`config.mk`:
```
export PLATFORM = sky130hd
export DESIGN_NAME = memory_tank_sequencer
export DESIGN_NICKNAME = d
export VERILOG_FILES = /design/src/rtl/memory_tank_sequencer.sv
export SDC_FILE = /design/constraint.sdc
export NUM_CORES = 1
export LEC_CHECK = 0
export BUFFER_PORTS_ARGS = -buffer_cell sky130_fd_sc_hd__buf_2
export CORE_AREA = 2 2 78 80
export CTS_CLUSTER_SIZE = 28
export DETAILED_ROUTE_END_ITERATION = 10
export DIE_AREA = 0 0 80 82
export PLACE_DENSITY = 0.53
export SYNTH_ARGS = -nofsm -noshare
export SYNTH_HDL_FRONTEND = slang
export SYNTH_SLANG_ARGS = --single-unit
```
`constraint.sdc`:
```
create_clock -name f1_clk -period 1.99 [get_ports f1_clk]
set_clock_uncertainty 0.05 [all_clocks]
set_input_delay 0.0995 -clock f1_clk [delete_from_list [all_inputs] [get_ports f1_clk]]
set_output_delay 0.0995 -clock f1_clk [all_outputs]
set_load 0.1 [all_outputs]
```
`src/rtl/memory_tank_sequencer.sv`:
```
// Access sequencer for one EDSAC mercury delay-line tank (32 short words, 18 digits each).
// Optional macro MEM_SEQ_MONITOR_EN enables the once-per-circulation monitor_sync pulse.
module memory_tank_sequencer #(
   parameter int WORD_BITS = 18,
   parameter int WORDS     = 32,
   parameter int ADDR_W    = 5
) (
   input  logic              f1_clk,
   input  logic              f1_rst,
   input  logic              req,
   input  logic              req_write,
   input  logic              req_long,
   input  logic [ADDR_W-1:0] req_addr,
   output logic              req_ack,
   output logic              busy,
   output logic              tank_out,
   output logic              tank_clr,
   output logic              tank_in,
   output logic [4:0]        digit,
   output logic [ADDR_W-1:0] minor_cycle,
   output logic              monitor_sync
);

   localparam logic [4:0]        DIGIT_LAST = 5'(WORD_BITS - 1);
   localparam logic [ADDR_W-1:0] SLOT_LAST  = ADDR_W'(WORDS - 1);

   typedef enum logic [1:0] {IDLE, WAIT, XFER, DONE} state_t;

   state_t            state;
   state_t            state_nxt;
   logic [ADDR_W-1:0] addr_q;
   logic              write_q;
   logic              long_q;

   logic              digit_last;
   logic              slot_last;
   logic [ADDR_W-1:0] eff_addr;
   logic [ADDR_W-1:0] end_slot;
   logic              write_nxt;
   logic              xfer_nxt;
   logic              out_nxt;
   logic              clr_nxt;
   logic              in_nxt;
   logic              ack_nxt;
   logic              busy_nxt;

   // Slot preceding a, modulo the circulation.
   function automatic logic [ADDR_W-1:0] prev_slot(input logic [ADDR_W-1:0] a);
      return (a == '0) ? SLOT_LAST : a - ADDR_W'(1);
   endfunction

   // True in the last digit of the slot before a: the next cycle reads (a,0).
   function automatic logic at_pre(input logic [ADDR_W-1:0] a,
                                   input logic [ADDR_W-1:0] slot,
                                   input logic              last);
      return last && (slot == prev_slot(a));
   endfunction

   assign digit_last = (digit == DIGIT_LAST);
   assign slot_last  = (minor_cycle == SLOT_LAST);
   assign eff_addr   = req_long ? {req_addr[ADDR_W-1:1], 1'b0} : req_addr;
   assign end_slot   = long_q ? (addr_q | ADDR_W'(1)) : addr_q;

   // Circulation position counters
   always_ff @(posedge f1_clk) begin
      if (f1_rst) begin
         digit       <= '0;
         minor_cycle <= '0;
      end else if (digit_last) begin
         digit       <= '0;
         minor_cycle <= slot_last ? '0 : minor_cycle + ADDR_W'(1);
      end else begin
         digit <= digit + 5'd1;
      end
   end

   // Request fields are held only from acceptance onward, so no reset is needed
   always_ff @(posedge f1_clk) begin
      if (state == IDLE && req) begin
         addr_q  <= eff_addr;
         write_q <= req_write;
         long_q  <= req_long;
      end
   end

   always_comb begin
      state_nxt = state;
      write_nxt = write_q;
      case (state)
         IDLE: begin
            write_nxt = req_write;
            // A request sampled just before its slot skips WAIT entirely
            if (req) begin
               state_nxt = at_pre(eff_addr, minor_cycle, digit_last) ? XFER : WAIT;
            end
         end
         WAIT: begin
            if (at_pre(addr_q, minor_cycle, digit_last)) begin
               state_nxt = XFER;
            end
         end
         XFER: begin
            if (digit_last && minor_cycle == end_slot) begin
               state_nxt = DONE;
            end
         end
         DONE: state_nxt = IDLE;
         default: state_nxt = IDLE;
      endcase
      xfer_nxt = (state_nxt == XFER);
      out_nxt  = xfer_nxt && !write_nxt;
      clr_nxt  = xfer_nxt && write_nxt;
      in_nxt   = xfer_nxt && write_nxt;
      ack_nxt  = (state_nxt == DONE);
      busy_nxt = (state_nxt != IDLE);
   end

   always_ff @(posedge f1_clk) begin
      if (f1_rst) begin
         state    <= IDLE;
         req_ack  <= 1'b0;
         busy     <= 1'b0;
         tank_out <= 1'b0;
         tank_clr <= 1'b0;
         tank_in  <= 1'b0;
      end else begin
         state    <= state_nxt;
         req_ack  <= ack_nxt;
         busy     <= busy_nxt;
         tank_out <= out_nxt;
         tank_clr <= clr_nxt;
         tank_in  <= in_nxt;
      end
   end

`ifdef MEM_SEQ_MONITOR_EN
   logic monitor_q;

   // Reset lands the counters on (0,0), which is itself the sync position
   always_ff @(posedge f1_clk) begin
      if (f1_rst) begin
         monitor_q <= 1'b1;
      end else begin
         monitor_q <= digit_last && slot_last;
      end
   end

   assign monitor_sync = monitor_q;
`else
   assign monitor_sync = 1'b0;
`endif

endmodule

```
==> results.txt, run 1 <==
Worst-path clk slew -> 80 ps
Hold WC Path Type -> primary input to flop
most common cell in the synthesized netlist -> dfxtp_1
Die Height -> 82 um
Cells after Synth -> 152
slowest library cell on the worst path -> edfxtp_1
syn avg cell area -> 9.23 um2
CTS tree -> done
largest net degree at the start of global routing -> 17
Inserted Clock Buffers -> 3
first-pass GRT wire length -> 4930 um
Leak Pwr -> 0.721 nW
critical path class -> flop to flop
Max VDD drop -> 0.000229 V
GR Overflow Total -> 0
part of the power in combinational logic -> 0.231
cell with the most instances on the worst path -> a221oi_2
Yosys warning total -> 0
worst skew pair latency -> 270 ps
number of max-cap violations -> 0
# setup viols final -> 0
critical-path maximum fanout -> 3
Die W -> 80 um
Clk network pwr share -> 0.278
synth top area cells -> dfxtp_1 (23%), edfxtp_1 (15%), ha_1 (5.4%), xnor2_1 (5.0%), nor3_1 (4.6%)
DR pass1 iterations -> 4
final-report max-slew violation count -> 0
IO Count -> 26
ANT nets after route -> 0
Seq/Total Area, Yosys -> 0.378
Fmax -> 515 MHz
fin crit share -> 0.975
HPWL after DPL -> 2310 um
Sw Share -> 0.312
Post-synth ARST share -> 0
vias in the first global route -> 1065
P_int -> 0.000735 W
RSZ-0062 raised after global routing -> yes
overall power -> 0.00107 W
max layer used -> met4
WL per Instance -> 12.2 um
Routed met3 length -> 122 um
fraction of layout cells with a size suffix above 1 -> 0.359
P&R area growth vs syn -> 28.5%
CTS sink count -> 23
Tmin final -> 1940 ps
Max stage delay on crit path -> 400 ps
Antenna Cells -> 0
Setup crit end kind -> flop
most instantiated cells after synthesis -> dfxtp_1 (16), nor3_1 (13), a21oi_1 (12), nor2_1 (12)
type of origin of the critical path -> flop
row cnt -> 28
DR iter-0 viols -> 32
ys flop type -> dfxtp_1
starting density of the core -> 0.244
Placed Cells incl. Taps -> 251
Residual DRC -> 0
PortBufs -> 24
Final WS setup -> 50.1 ps
dominant cell type by area after synthesis -> dfxtp_1
Layout Cells excl Fill -> 259
Yosys reg bits -> 23
initial antenna violation count -> 0
Sequential Power Share -> 0.491
DRT Wirelength -> 3150 um
fin nets -> 201
DP Worst Slack -> -21.3 ps
total negative slack -> 0 ps
Core ar. -> 0.00575 mm2
syn nets -> 168
DR vias/cell -> 4.54
Synth top area share -> 0.228
Min Hold Slack -> 12.1 ps
met1 WL -> 1540 um
Post-synth EDFFs -> 7
clk buf depth -> 2
status -> completed
P_sw -> 0.000333 W
H-tree Lvls -> 1
Root Buffer -> clkbuf_8
Total GRT Usage -> 0.0981
Cell Area, Synth -> 0.00140 mm2
crit-path cells -> inv_2 -> ha_4 -> nor2b_4 -> o21bai_2 -> a221oi_2 -> nor3_2 -> o221a_2 -> a221oi_2
Worst Path Required -> 2130 ps
CP Data Arrival Time -> 2080 ps
RD Place Congestion -> 0.770
Final Hold Viols -> 0
pwr dens -> 593 mW/mm2
Yosys cell types -> 47
met2 WL post-DR -> 1430 um
Die ar. -> 0.00656 mm2
via count -> 1176
==> critical path, delay by kind of cell, from the launching register on <==
| kind | cells | cell delay (ps) |
|---|---|---|
| buffers and inverters | 1 | 90 |
| AOI/OAI and AO/OA | 4 | 960 |
| DFF | 1 | 400 |
| adders and majority gates | 1 | 140 |
| and+or+nand+nor | 2 | 230 |
==> power by group through the flow <==
stage	clock, W	sequential, W	combinational (W)
after floorplan	0	0.000587	0.000122
after global placement	0	0.000534	0.000222
after detailed placement	0	0.000534	0.000224
after CTS	0.000309	0.000523	0.000232
after global routing	0.000326	0.000528	0.000268
final	0.000296	0.000524	0.000247
==> final timing paths <==
path	from	end	slack, ps	cells past startpoint
worst max-delay path	addr_q[1]	req_ack	50	8
worst min-delay path	req_addr[1]	addr_q[1]	10	1
worst max register to register	addr_q[1]	req_ack	50	8
worst min register to register	digit[0]	digit[0]	420	1
==> cells in the final DEF, fill, tap and decap left out, types with 7 or more instances in the layout <==
master and n:
dfxtp_2 7, edfxtp_1 7, inv_1 7, buf_4 10
a21oi_1 11, nor3_1 11, nor2_1 11, xnor2_1 8
buf_2 24, nand2_1 7
==> per-layer routing <==
metal | track usage | vias up
li1 | - | 610
met1 | 0.130 | 536
met2 | 0.155 | 25
met3 | 0.0176 | 5
met4 | 0.0458 | 0
met5 | 0 | -
==> cells by family after synthesis <==
logic type / synth area share
AO/OA/AOI/OAI: 0.166
XOR/XNOR: 0.104
adder cells (fa/ha/maj): 0.0535
buffers and inverters: 0.0660
flip-flops: 0.378
multiplexers: 0.00714
other: 0.00267
AND/OR/NAND/NOR: 0.222
==> final cells by class <==
type	instances	area, um2
Timing Repair Buffer	37	225
Inverter	8	30.0
Clock buffer	4	45.0
Fill cell	608	3940
Multi-Input combinational cell	112	857
Tap cell	75	93.8
Sequential cell	23	551
==> sequential cells by signal (all words and copies together) (netlist names) <==
register     count
addr_q           5
busy             1
digit            5
long_q           1
minor_cycle      5
req_ack          1
state            2
tank_in          1
tank_out         1
write_q          1
==> what timing repair did <==
| item | in CTS | in global routing |
|---|---|---|
| setup endpoints to repair | 1 | 6 |
| buffers inserted | 0 | 1 |
| gates resized for setup | 1 | 14 |
| hold endpoints to repair | 3 | 0 |
| hold buffers | 3 | 0 |
| pin swaps | 0 | 8 |
==> stage by stage <==
stage	utilization	area (um2)
2_1_floorplan	-	1440
3_3_place_gp	0.288	1650
3_5_place_dp	0.288	1650
4_1_cts	0.302	1740
5_1_grt	0.314	1800
6_report	0.314	1800
No activity file was read; power rests on OpenSTA's default activity.
==> run 2, diff against run 1 <==
Settings changed: ABC_AREA from default to 1, BUFFER_PORTS_ARGS -buffer_cell sky130_fd_sc_hd__buf_2 to default, CORE_AREA 2 2 78 80 to 2 2 77 79, DIE_AREA 0 0 80 82 to 0 0 79 81, DONT_BUFFER_PORTS from default to 1, PLACE_DENSITY 0.53 to 0.49.
==> run 2 against run 1 <==
Clock power is 2% lower. Critical path type unchanged. Largest cell class unchanged. Area after synthesis is 4.1% lower. Maximum frequency is 7.3% higher. Clock-buffer cell count stayed put. Worst hold slack better by 32 ps. Highest routed layer unchanged. Design area is 6.5% lower. Die area is 2.5% lower.
==> results.txt, run 2 <==
Min Hold Slack -> 44.4 ps (was 12.1 ps)
final-report max-slew violation count -> 0 (unchanged)
most common cell in the synthesized netlist -> nand2_1 (was dfxtp_1)
fraction of layout cells with a size suffix above 1 -> 0.220 (was 0.359)
Tmin final -> 1810 ps (was 1940 ps)
Hold WC Path Type -> primary input to flop (unchanged)
# setup viols final -> 0 (unchanged)
Synth top area share -> 0.238 (was 0.228)
Final WS setup -> 182 ps (was 50.1 ps)
crit-path cells -> inv_2 -> ha_4 -> inv_1 -> nand2_1 -> nand2_1 -> nand2_1 -> nor2_2 -> nand2_1 -> nor2_1 -> nand3_1 -> nand2_1 -> nand2_1 -> nand2_2 -> nand2_1 -> nand2_2 -> nand2_1 (was inv_2 -> ha_4 -> nor2b_4 -> o21bai_2 -> a221oi_2 -> nor3_2 -> o221a_2 -> a221oi_2)
worst-margin pin slew -> 544 ps
Max VDD drop -> 0.000206 V (was 0.000229 V)
critical-path maximum fanout -> 4 (was 3)
Cells after Synth -> 191 (was 152)
worst skew pair latency -> 260 ps (was 270 ps)
DR iter-0 viols -> 70 (was 32)
Antenna Cells -> 0 (unchanged)
biggest regs -> addr_q x5, digit x5, minor_cycle x5 (unchanged)
commonest non-fill, non-tap cell in the layout -> nand2_1 (was buf_2)
synth top area cells -> dfxtp_1 (24%), edfxtp_1 (16%), nand2_1 (13%), inv_1 (8.9%), nor2_1 (6.4%) (was dfxtp_1 (23%), edfxtp_1 (15%), ha_1 (5.4%), xnor2_1 (5.0%), nor3_1 (4.6%))
P&R area growth vs syn -> 25.2% (was 28.5%)
R2R cell count -> 16 (was 8)
most instantiated cells after synthesis -> nand2_1 (46), inv_1 (32), nor2_1 (23) (was dfxtp_1 (16), nor3_1 (13), a21oi_1 (12), nor2_1 (12))
CTS tree -> done (unchanged)
Die W -> 79 um (was 80 um)
starting density of the core -> 0.237 (was 0.244)
Post-synth EDFFs -> 7 (unchanged)
CP Data Arrival Time -> 1920 ps (was 2080 ps)
Root Buffer -> clkbuf_8 (unchanged)
Fmax -> 553 MHz (was 515 MHz)
Max stage delay on crit path -> 410 ps (was 400 ps)
via count -> 1228 (was 1176)
WL per Instance -> 10.4 um (was 12.2 um)
relative slew slack -> 0.640
H-tree Lvls -> 1 (unchanged)
DP Worst Slack -> 143 ps (was -21.3 ps)
RD Place Congestion -> 0.798 (was 0.770)
HPWL after DPL -> 2380 um (was 2310 um)
post-CTS setup buffers -> 0 (unchanged)
pwr dens -> 590 mW/mm2 (was 593 mW/mm2)
Inserted Clock Buffers -> 3 (unchanged)
Die Height -> 81 um (was 82 um)
RSZ-0062 raised after global routing -> no (was yes)
Post-synth ARST share -> 0 (unchanged)
fin crit share -> 0.908 (was 0.975)
Setup crit end kind -> flop (unchanged)
initial antenna violation count -> 0 (unchanged)
syn avg cell area -> 7.04 um2 (was 9.23 um2)
ys flop type -> dfxtp_1 (unchanged)
IO Count -> 26 (unchanged)
CTS sink count -> 23 (unchanged)
Worst-path clk slew -> 80 ps (about the same)
type of origin of the critical path -> flop (unchanged)
Worst Path Required -> 2100 ps (was 2130 ps)
total negative slack -> 0 ps (unchanged)
vias in the first global route -> 1147 (was 1065)
DR pass1 iterations -> 4 (unchanged)
Core ar. -> 0.00568 mm2 (was 0.00575 mm2)
GR Overflow Total -> 0 (unchanged)
status -> completed (unchanged)
Residual DRC -> 0 (unchanged)
Final Hold Viols -> 0 (unchanged)
syn nets -> 207 (was 168)
Cell Area, Synth -> 0.00135 mm2 (was 0.00140 mm2)
first-pass GRT wire length -> 5090 um (was 4930 um)
slowest library cell on the worst path -> edfxtp_1 (unchanged)
number of max-cap violations -> 0 (unchanged)
CP top delay family -> simple AND/OR/NAND/NOR gates (was compound AO/OA/AOI/OAI gates)
DR vias/cell -> 4.25 (was 4.54)
WHS Path Cells -> 3 (was 1)
fin nets -> 231 (was 201)
Seq/Total Area, Yosys -> 0.394 (was 0.378)
ANT nets after route -> 0 (unchanged)
critical path class -> flop to flop (unchanged)
cell with the most instances on the worst path -> nand2_1 (was a221oi_2)
Critical Path Stages -> 16 (was 8)
row cnt -> 28 (unchanged)
dominant cell type by area after synthesis -> dfxtp_1 (unchanged)
overall power -> 0.000994 W (was 0.00107 W)
largest net degree at the start of global routing -> 13 (was 17)
Die ar. -> 0.00640 mm2 (was 0.00656 mm2)
Yosys reg bits -> 23 (unchanged)
Yosys cell types -> 24 (was 47)
Leak Pwr -> 0.775 nW (was 0.721 nW)
Total GRT Usage -> 0.101 (was 0.0981)
commonest non-fill, non-tap cells in the layout -> nand2_1 (44), inv_1 (30), nor2_1 (21), buf_4 (16), nand3_1 (14) (was buf_2 (24), nor2_1 (11), a21oi_1 (11), nor3_1 (11), buf_4 (10))
PortBufs -> 0 (was 24)
Bufs and invs on worst path -> 2 (was 1)
clk buf depth -> 2 (unchanged)
Yosys warning total -> 0 (unchanged)
DRT Wirelength -> 3010 um (was 3150 um)
-- run 2: cell families (layout without fill, tap and decap cells) --
logic type,after synthesis,count (layout),share of synthesized area
xor gates and xnor gates,5,5,0.0326
buffers and inverters,36,59,0.107
DFF,23,23,0.394
adders and majority gates,6,6,0.0558
other,1,1,0.00279
AOI/OAI and AO/OA,16,16,0.0633
and+or+nand+nor,104,104,0.344
-- run 2: routing by layer --
metal  wire [um]  vias to the layer above  GRT usage  part of all wire
li1            -                      647          -                 -
met1        1410                      541      0.131              0.47
met2        1410                       33      0.163              0.47
met3         114                        7     0.0133             0.038
met4          76                        0     0.0569             0.025
met5           0                        -          0                 0
-- run 2: layout make-up --
class,count,area (um2)
Clock buffer,4,45.0
Fill cell,638,3990
Inverter,33,124
Multi-Input combinational cell,132,698
Sequential cell,23,543
Tap cell,75,93.8
Timing Repair Buffer,22,180
-- run 2: timing repair --
action | in CTS | in global routing
hold buffers | 6 | 0
endpoints found under the hold margin | 6 | 0
gates resized for setup | 0 | 9
endpoints found under the setup margin | 0 | 6
-- run 2: where the power goes --
| part | total (W) | switching [W] | internal [W] |
|---|---|---|---|
| sequential | 0.000514 | 0.0000107 | 0.000504 |
| clock | 0.000290 | 0.000147 | 0.000143 |
| combinational | 0.000190 | 0.000134 | 0.0000560 |
-- run 2: per-stage QoR --
stage                     area (um2)  instances   util
after CTS                       1660        289  0.292
after global routing            1680        289  0.297
after detailed placement        1550        279  0.273
after floorplan                 1360        191      -
after global placement          1550        279  0.273
final                           1680        289  0.297
-- run 2: path summary, 6_finish.rpt --
path	slack [ps]	start	to
hold reg to reg	470	digit[0]	digit[1]
hold / removal	40	f1_rst	minor_cycle[0]
setup / recovery	180	addr_q[1]	busy
setup reg to reg	180	addr_q[1]	busy
-- run 2: tightest hold or removal path, delay by kind of cell --
family,cells,cell delay [ps]
simple gates,1,30
compound gates,2,190
